## src/rtl/alu_seq.sv

```systemverilog
// alu_seq: multi-cycle handshaked ALU responder.
// Takes one (A, B, sel) request over valid/ready. Add, sub and the logic ops
// finish in one step, mul uses shift-add, and pow uses repeated multiply.
// The result is returned over a valid/ready response channel.
module alu_seq #(
    parameter int WIDTH = 2,
    parameter int OUT_W = 5
) (
    input  logic             clk,
    input  logic             rst_n,
    input  logic             in_valid,
    output logic             in_ready,
    input  logic [WIDTH-1:0] A,
    input  logic [WIDTH-1:0] B,
    input  logic [2:0]       sel,
    output logic             out_valid,
    input  logic             out_ready,
    output logic [OUT_W-1:0] out_data,
    output logic             out_flag
);

    // Internal arithmetic width, plus headroom for a single pow multiply step
    localparam int IW = OUT_W + WIDTH;
    localparam int PW = IW + WIDTH;

    localparam logic [WIDTH-1:0] ONE_W    = WIDTH'(1);
    localparam logic [WIDTH-1:0] MUL_LAST = WIDTH'(WIDTH - 1);
    localparam logic [IW-1:0]    ACC_ONE  = IW'(1);
    localparam logic [IW-1:0]    ACC_ZERO = IW'(0);

    generate
        if (OUT_W < WIDTH + 1) begin : g_bad_out_w
            $error("alu_seq: OUT_W must be at least WIDTH+1");
        end
    endgenerate

    typedef enum logic [1:0] {
        ST_IDLE = 2'd0,
        ST_CALC = 2'd1,
        ST_DONE = 2'd2
    } state_t;

    state_t             state_r;
    state_t             state_s;
    logic [WIDTH-1:0]   a_r;
    logic [WIDTH-1:0]   b_r;
    logic [2:0]         sel_r;
    logic [IW-1:0]      acc_r;
    logic [WIDTH-1:0]   count_r;
    logic               ovf_r;
    logic               out_valid_r;
    logic [OUT_W-1:0]   out_data_r;
    logic               out_flag_r;

    logic [IW-1:0]      a_ext_s;
    logic [IW-1:0]      b_ext_s;
    logic [WIDTH-1:0]   logic_s;
    logic [WIDTH-1:0]   b_m1_s;
    logic [PW-1:0]      prod_s;
    logic [IW-1:0]      step_acc_s;
    logic [IW-1:0]      res_s;
    logic               res_flag_s;
    logic               step_last_s;

    assign a_ext_s   = IW'(a_r);
    assign b_ext_s   = IW'(b_r);
    assign b_m1_s    = b_r - ONE_W;
    assign prod_s    = PW'(acc_r) * PW'(a_r);

    assign in_ready  = (state_r == ST_IDLE);
    assign out_valid = out_valid_r;
    assign out_data  = out_data_r;
    assign out_flag  = out_flag_r;

    // Compute the narrow bitwise result before zero-extension so that nor stays WIDTH bits wide
    always_comb begin
        logic_s = {WIDTH{1'b0}};
        case (sel_r)
            3'd4:    logic_s = a_r & b_r;
            3'd5:    logic_s = a_r | b_r;
            3'd6:    logic_s = a_r ^ b_r;
            3'd7:    logic_s = ~(a_r | b_r);
            default: logic_s = {WIDTH{1'b0}};
        endcase
    end

    // Compute one CALC step: new accumulator, candidate result/flag, and whether this step is the last one
    always_comb begin
        step_acc_s  = acc_r;
        res_s       = ACC_ZERO;
        res_flag_s  = 1'b0;
        step_last_s = 1'b0;
        case (sel_r)
            3'd0: begin
                res_s       = a_ext_s + b_ext_s;
                res_flag_s  = |res_s[IW-1:OUT_W];
                step_last_s = 1'b1;
            end
            3'd1: begin
                res_s       = a_ext_s - b_ext_s;
                res_flag_s  = (a_r < b_r);
                step_last_s = 1'b1;
            end
            3'd2: begin
                if (b_r[count_r]) begin
                    step_acc_s = acc_r + (a_ext_s << count_r);
                end else begin
                    step_acc_s = acc_r;
                end
                res_s       = step_acc_s;
                res_flag_s  = |step_acc_s[IW-1:OUT_W];
                step_last_s = (count_r == MUL_LAST);
            end
            3'd3: begin
                if (b_r == {WIDTH{1'b0}}) begin
                    // A^0 is 1 regardless of A, in a single step
                    step_acc_s  = ACC_ONE;
                    res_s       = ACC_ONE;
                    res_flag_s  = 1'b0;
                    step_last_s = 1'b1;
                end else begin
                    // Overflow is sticky: bits lost at any intermediate step count
                    step_acc_s  = prod_s[IW-1:0];
                    res_s       = prod_s[IW-1:0];
                    res_flag_s  = ovf_r | (|prod_s[PW-1:OUT_W]);
                    step_last_s = (count_r == b_m1_s);
                end
            end
            default: begin
                res_s       = IW'(logic_s);
                res_flag_s  = 1'b0;
                step_last_s = 1'b1;
            end
        endcase
    end

    // FSM state register with synchronous active-low reset
    always_ff @(posedge clk) begin
        if (!rst_n) begin
            state_r <= ST_IDLE;
        end else begin
            state_r <= state_s;
        end
    end

    // FSM next-state logic
    always_comb begin
        state_s = state_r;
        case (state_r)
            ST_IDLE: begin
                if (in_valid) begin
                    state_s = ST_CALC;
                end else begin
                    state_s = ST_IDLE;
                end
            end
            ST_CALC: begin
                if (step_last_s) begin
                    state_s = ST_DONE;
                end else begin
                    state_s = ST_CALC;
                end
            end
            ST_DONE: begin
                if (out_ready) begin
                    state_s = ST_IDLE;
                end else begin
                    state_s = ST_DONE;
                end
            end
            default: state_s = ST_IDLE;
        endcase
    end

    // Operand capture, step accumulator and registered response outputs
    always_ff @(posedge clk) begin
        if (!rst_n) begin
            a_r         <= {WIDTH{1'b0}};
            b_r         <= {WIDTH{1'b0}};
            sel_r       <= 3'd0;
            acc_r       <= ACC_ZERO;
            count_r     <= {WIDTH{1'b0}};
            ovf_r       <= 1'b0;
            out_valid_r <= 1'b0;
            out_data_r  <= {OUT_W{1'b0}};
            out_flag_r  <= 1'b0;
        end else begin
            case (state_r)
                ST_IDLE: begin
                    if (in_valid) begin
                        a_r     <= A;
                        b_r     <= B;
                        sel_r   <= sel;
                        acc_r   <= (sel == 3'd3) ? ACC_ONE : ACC_ZERO;
                        count_r <= {WIDTH{1'b0}};
                        ovf_r   <= 1'b0;
                    end else begin
                        count_r <= count_r;
                    end
                end
                ST_CALC: begin
                    acc_r   <= step_acc_s;
                    count_r <= count_r + ONE_W;
                    ovf_r   <= res_flag_s;
                    if (step_last_s) begin
                        out_valid_r <= 1'b1;
                        out_data_r  <= res_s[OUT_W-1:0];
                        out_flag_r  <= res_flag_s;
                    end else begin
                        out_valid_r <= 1'b0;
                    end
                end
                ST_DONE: begin
                    if (out_ready) begin
                        out_valid_r <= 1'b0;
                    end else begin
                        out_valid_r <= 1'b1;
                    end
                end
                default: begin
                    out_valid_r <= 1'b0;
                end
            endcase
        end
    end

endmodule

```

## config.mk

```make
export PLATFORM = sky130hd
export DESIGN_NAME = alu_seq
export DESIGN_NICKNAME = d
export VERILOG_FILES = /design/src/rtl/alu_seq.sv
export SDC_FILE = /design/constraint.sdc
export NUM_CORES = 1
export LEC_CHECK = 0
export CAP_MARGIN = 20
export CORE_AREA = 2 2 73 68
export CTS_CLUSTER_DIAMETER = 100
export DETAILED_ROUTE_END_ITERATION = 10
export DIE_AREA = 0 0 75 70
export GPL_ROUTABILITY_DRIVEN = 0
export GPL_TIMING_DRIVEN = 0
export PLACE_DENSITY = 0.72
export SLEW_MARGIN = 25
export SYNTH_ARGS = -nofsm -noshare
export SYNTH_HDL_FRONTEND = slang
export SYNTH_SLANG_ARGS = --single-unit
```

## constraint.sdc

```tcl
create_clock -name clk -period 3.05 [get_ports clk]
set_input_delay 0.7625 -clock clk [delete_from_list [all_inputs] [get_ports clk]]
set_output_delay 0.7625 -clock clk [all_outputs]
set_load 0.01 [all_outputs]
```

==> run summary <==
Counting every instance in the synthesized netlist gives 291. Once detailed placement completed, the half-perimeter wirelength came to 4240 um. Setup violations remaining at the end of the flow were counted as 0.

Counting every net in the synthesized netlist gives 328. The netlist area before placement is 2260 um2. In this run the remaining antenna-violating nets after routing total 0. The tools report the vias after detailed routing as 2,145.

In this run the worst hold path is classified as register to register. The run gives 0 as the number of setup buffers added after CTS. The unique cell type count in the Yosys netlist is 48. Data on the critical path is required at its endpoint by 3.23 ns.

The area of the die is 5250 um2. The kind of capture point of the worst setup path was a register. In this run the mean area of a mapped cell was 7.78 um2.

The logs give 0 for the max-slew violation count and 26 for the TritonCTS sink count. In this run, CTS created clock tree buffers numbering 3. After clock tree synthesis, the clock-pin slew on the worst setup and hold paths is 0.09 ns. Summed over all instances, the cell type with the most area after synthesis is sky130_fd_sc_hd__dfxtp_1. The number of antenna diodes in the final layout is 0.

Yosys mapped a number of flops with a built-in enable equal to 0. The leading cell type in the layout, fill and taps excluded is sky130_fd_sc_hd__nand2_1. Along the worst path, the maximum fanout reaches 10.

Yosys attributes the largest share of cell area to sky130_fd_sc_hd__dfxtp_1, sky130_fd_sc_hd__ha_1, sky130_fd_sc_hd__a21oi_1, sky130_fd_sc_hd__nand2_1, sky130_fd_sc_hd__and2_1. The initial cell density of the core was 49.3%; the number of max-capacitance violations reported was 0. The final hold violation count was 0; the die boundary width was 75 um. The global-route wire length before repair is 9470 um. The run gives 19 as the I/O pin count. The total area inside the core boundary comes to 4590 um2. The first-iteration detailed-routing DRC count is 107.

After layout, the worst setup slack is 0.162 ns. STA puts the critical path data arrival time at 3.06 ns. The slew at the pin closest to its max-slew limit was 0.555 ns; the leakage power was 1.08 nW. From synthesis to final layout, the design area changed by 14.4%. The total congestion overflow was 0; the number of remaining DRC errors was 0. The tools report the number of H-tree levels as 1. The floorplan step set the die height to 70 um.

The main flop type after synthesis was sky130_fd_sc_hd__dfxtp_1. The post-detailed-route via-to-cell ratio is 5.67. Hold is met by 0.457 ns. Counting the fill cells in the layout gives 464. Before CTS, the worst setup slack after placement is 0.0538 ns.

Counting flops and latches in the post-synthesis netlist gives 26. Kind of start point of the critical path: a register. Entering global routing, the biggest net connects 15 pins. After detailed routing, the average wire length per cell comes to 14.5 um. Counting along the longest clock path gives a buffer depth of 2.

The final worst clock skew came out at 0.00915 ns. In the layout the commonest cells are sky130_fd_sc_hd__nand2_1, sky130_fd_sc_hd__a21oi_1, sky130_fd_sc_hd__dfxtp_1. The initial antenna violation count is 0, and the detailed-route wire length is 5470 um. TritonCTS built the clock tree. The clock latency on the worst-skew pair was 0.27 ns. After synthesis, the share of flip-flops with an asynchronous set or reset is 0%. The flow ran to the end, and the final reports show no timing, DRC or antenna violations. For this run, the number of Yosys warnings is 0. For this design the ratio of total power to cell area is 305 nW/um2. The final net count was 351. The total routing usage reported by global routing came out at 22.8%. The final critical-path required period works out to 2.89 ns. The worst-case IR drop observed on VDD is 0.309 mV.

The initialized floorplan defines 24 standard-cell rows. Of the cells placed in the final design, the portion with a size suffix greater than 1 is 5.11%. The number of buffer cells added on primary ports is 18, and the detailed-router iteration count before antenna repair is 4. CTS placed an instance of sky130_fd_sc_hd__clkbuf_8 at the clock tree root. The type of the worst setup path is register to register.

The run gives 346 MHz as the achievable frequency. The share of synthesized area in the top cell type comes to 23.0%. The tools report the number of global-route vias before repair as 2,019. In the finished design, the share of the clock period the worst path needs comes to 94.7%.

The worst pin sits at a relative slew slack of 62.7%. Of the synthesized area, sequential elements account for 23.0%.
==> layout make-up <==
type	count	area, um2	area share (%)
clock buffer	4	55.1	2.12
timing repair buffer	18	180	6.95
multi-input combinational	241	1650	63.8
buffer	13	58.8	2.27
sequential	26	520	20.1
inverter	11	41.3	1.59
tap	65	81.3	3.14
==> synthesized netlist by cell type, drive strengths merged, types with 3 or more instances <==
master	count
nor2b	4
ha	22
nand3	9
fa	4
o21ai	18
xnor2	3
o211ai	5
a22oi	5
a21oi	28
nor2	20
nor3	4
nand2b	9
o21a	3
xor2	6
mux2	3
nand2	34
a211oi	7
dfxtp	26
and2	16
o2111ai	3
inv	11
mux2i	3
a21boi	3
clkbuf	12
a21o	8
==> final timing paths <==
path                 end        start  depth (start not counted)  slack (ns)
max reg2reg        ovf_r       a_r[1]                         11        0.16
max                ovf_r       a_r[1]                         11        0.16
min reg2reg  out_data[0]  out_data[0]                          2        0.46
min          out_data[0]  out_data[0]                          2        0.46
==> timing repair <==
action | 4_1_cts | 5_1_grt
resized for setup | 0 | 5
endpoints found under the hold margin | 0 | 0
endpoints found under the setup margin | 0 | 5
hold buffers | 0 | 0
==> flip-flops by register name (all words and copies together) (netlist names) <==
name	count
acc_r	7
out_data	5
sel_r	3
a_r	2
b_r	2
count_r	2
state_r	2
out_flag	1
out_valid	1
ovf_r	1
==> worst max-delay path: stages (launching register included) <==
cell and delay (ns):
sky130_fd_sc_hd__dfxtp_1 0.41, sky130_fd_sc_hd__clkbuf_2 0.24, sky130_fd_sc_hd__mux2i_1 0.21, sky130_fd_sc_hd__nor2_1 0.11
sky130_fd_sc_hd__fa_1 0.46, sky130_fd_sc_hd__a211o_1 0.32, sky130_fd_sc_hd__a21o_1 0.19, sky130_fd_sc_hd__a211oi_4 0.29
sky130_fd_sc_hd__a21oi_2 0.11, sky130_fd_sc_hd__a32oi_1 0.20, sky130_fd_sc_hd__o21ai_1 0.09, sky130_fd_sc_hd__a21o_1 0.17
==> logic make-up (layout without fill, tap and decap cells) <==
| logic type | Yosys count | count (layout) | share of synthesized area (%) |
|---|---|---|---|
| mux | 6 | 6 | 2.98 |
| simple gates | 104 | 104 | 22.3 |
| buf+inv | 24 | 46 | 4.31 |
| compound gates | 96 | 96 | 28.2 |
| fa+ha+maj | 26 | 26 | 15.7 |
| flops | 26 | 26 | 23.0 |
| xor+xnor | 9 | 9 | 3.48 |
==> metal layers <==
layer | routed length (um) | GRT usage (%) | vias to the layer above | part of all wire (%)
met3 | 408 | 4.18 | 6 | 7.5
met5 | 0 | 0 | - | 0
met4 | 59 | 4.37 | 0 | 1.1
li1 | - | - | 1089 | -
met2 | 2360 | 32.9 | 65 | 43
met1 | 2650 | 35.1 | 985 | 48
==> power by group <==
| part | internal [mW] | total [mW] | switching (mW) |
|---|---|---|---|
| clock | 0.115 | 0.222 | 0.107 |
| combinational | 0.0807 | 0.194 | 0.114 |
| sequential | 0.356 | 0.373 | 0.0175 |
==> metrics by stage <==
| step | util (%) | power, mW | TNS [ns] | area (um2) | instances |
|---|---|---|---|---|---|
| after detailed placement | 55.0 | 0.573 | 0 | 2530 | 374 |
| after floorplan | - | 0.504 | 0 | 2260 | 291 |
| final | 56.4 | 0.790 | 0 | 2590 | 378 |
| after global placement | 55.0 | 0.572 | 0 | 2530 | 374 |
| after global routing | 56.4 | 0.836 | -0.000530 | 2590 | 378 |
| after CTS | 56.2 | 0.793 | 0 | 2580 | 378 |
Note: power is estimated with default switching activity, not from simulation.
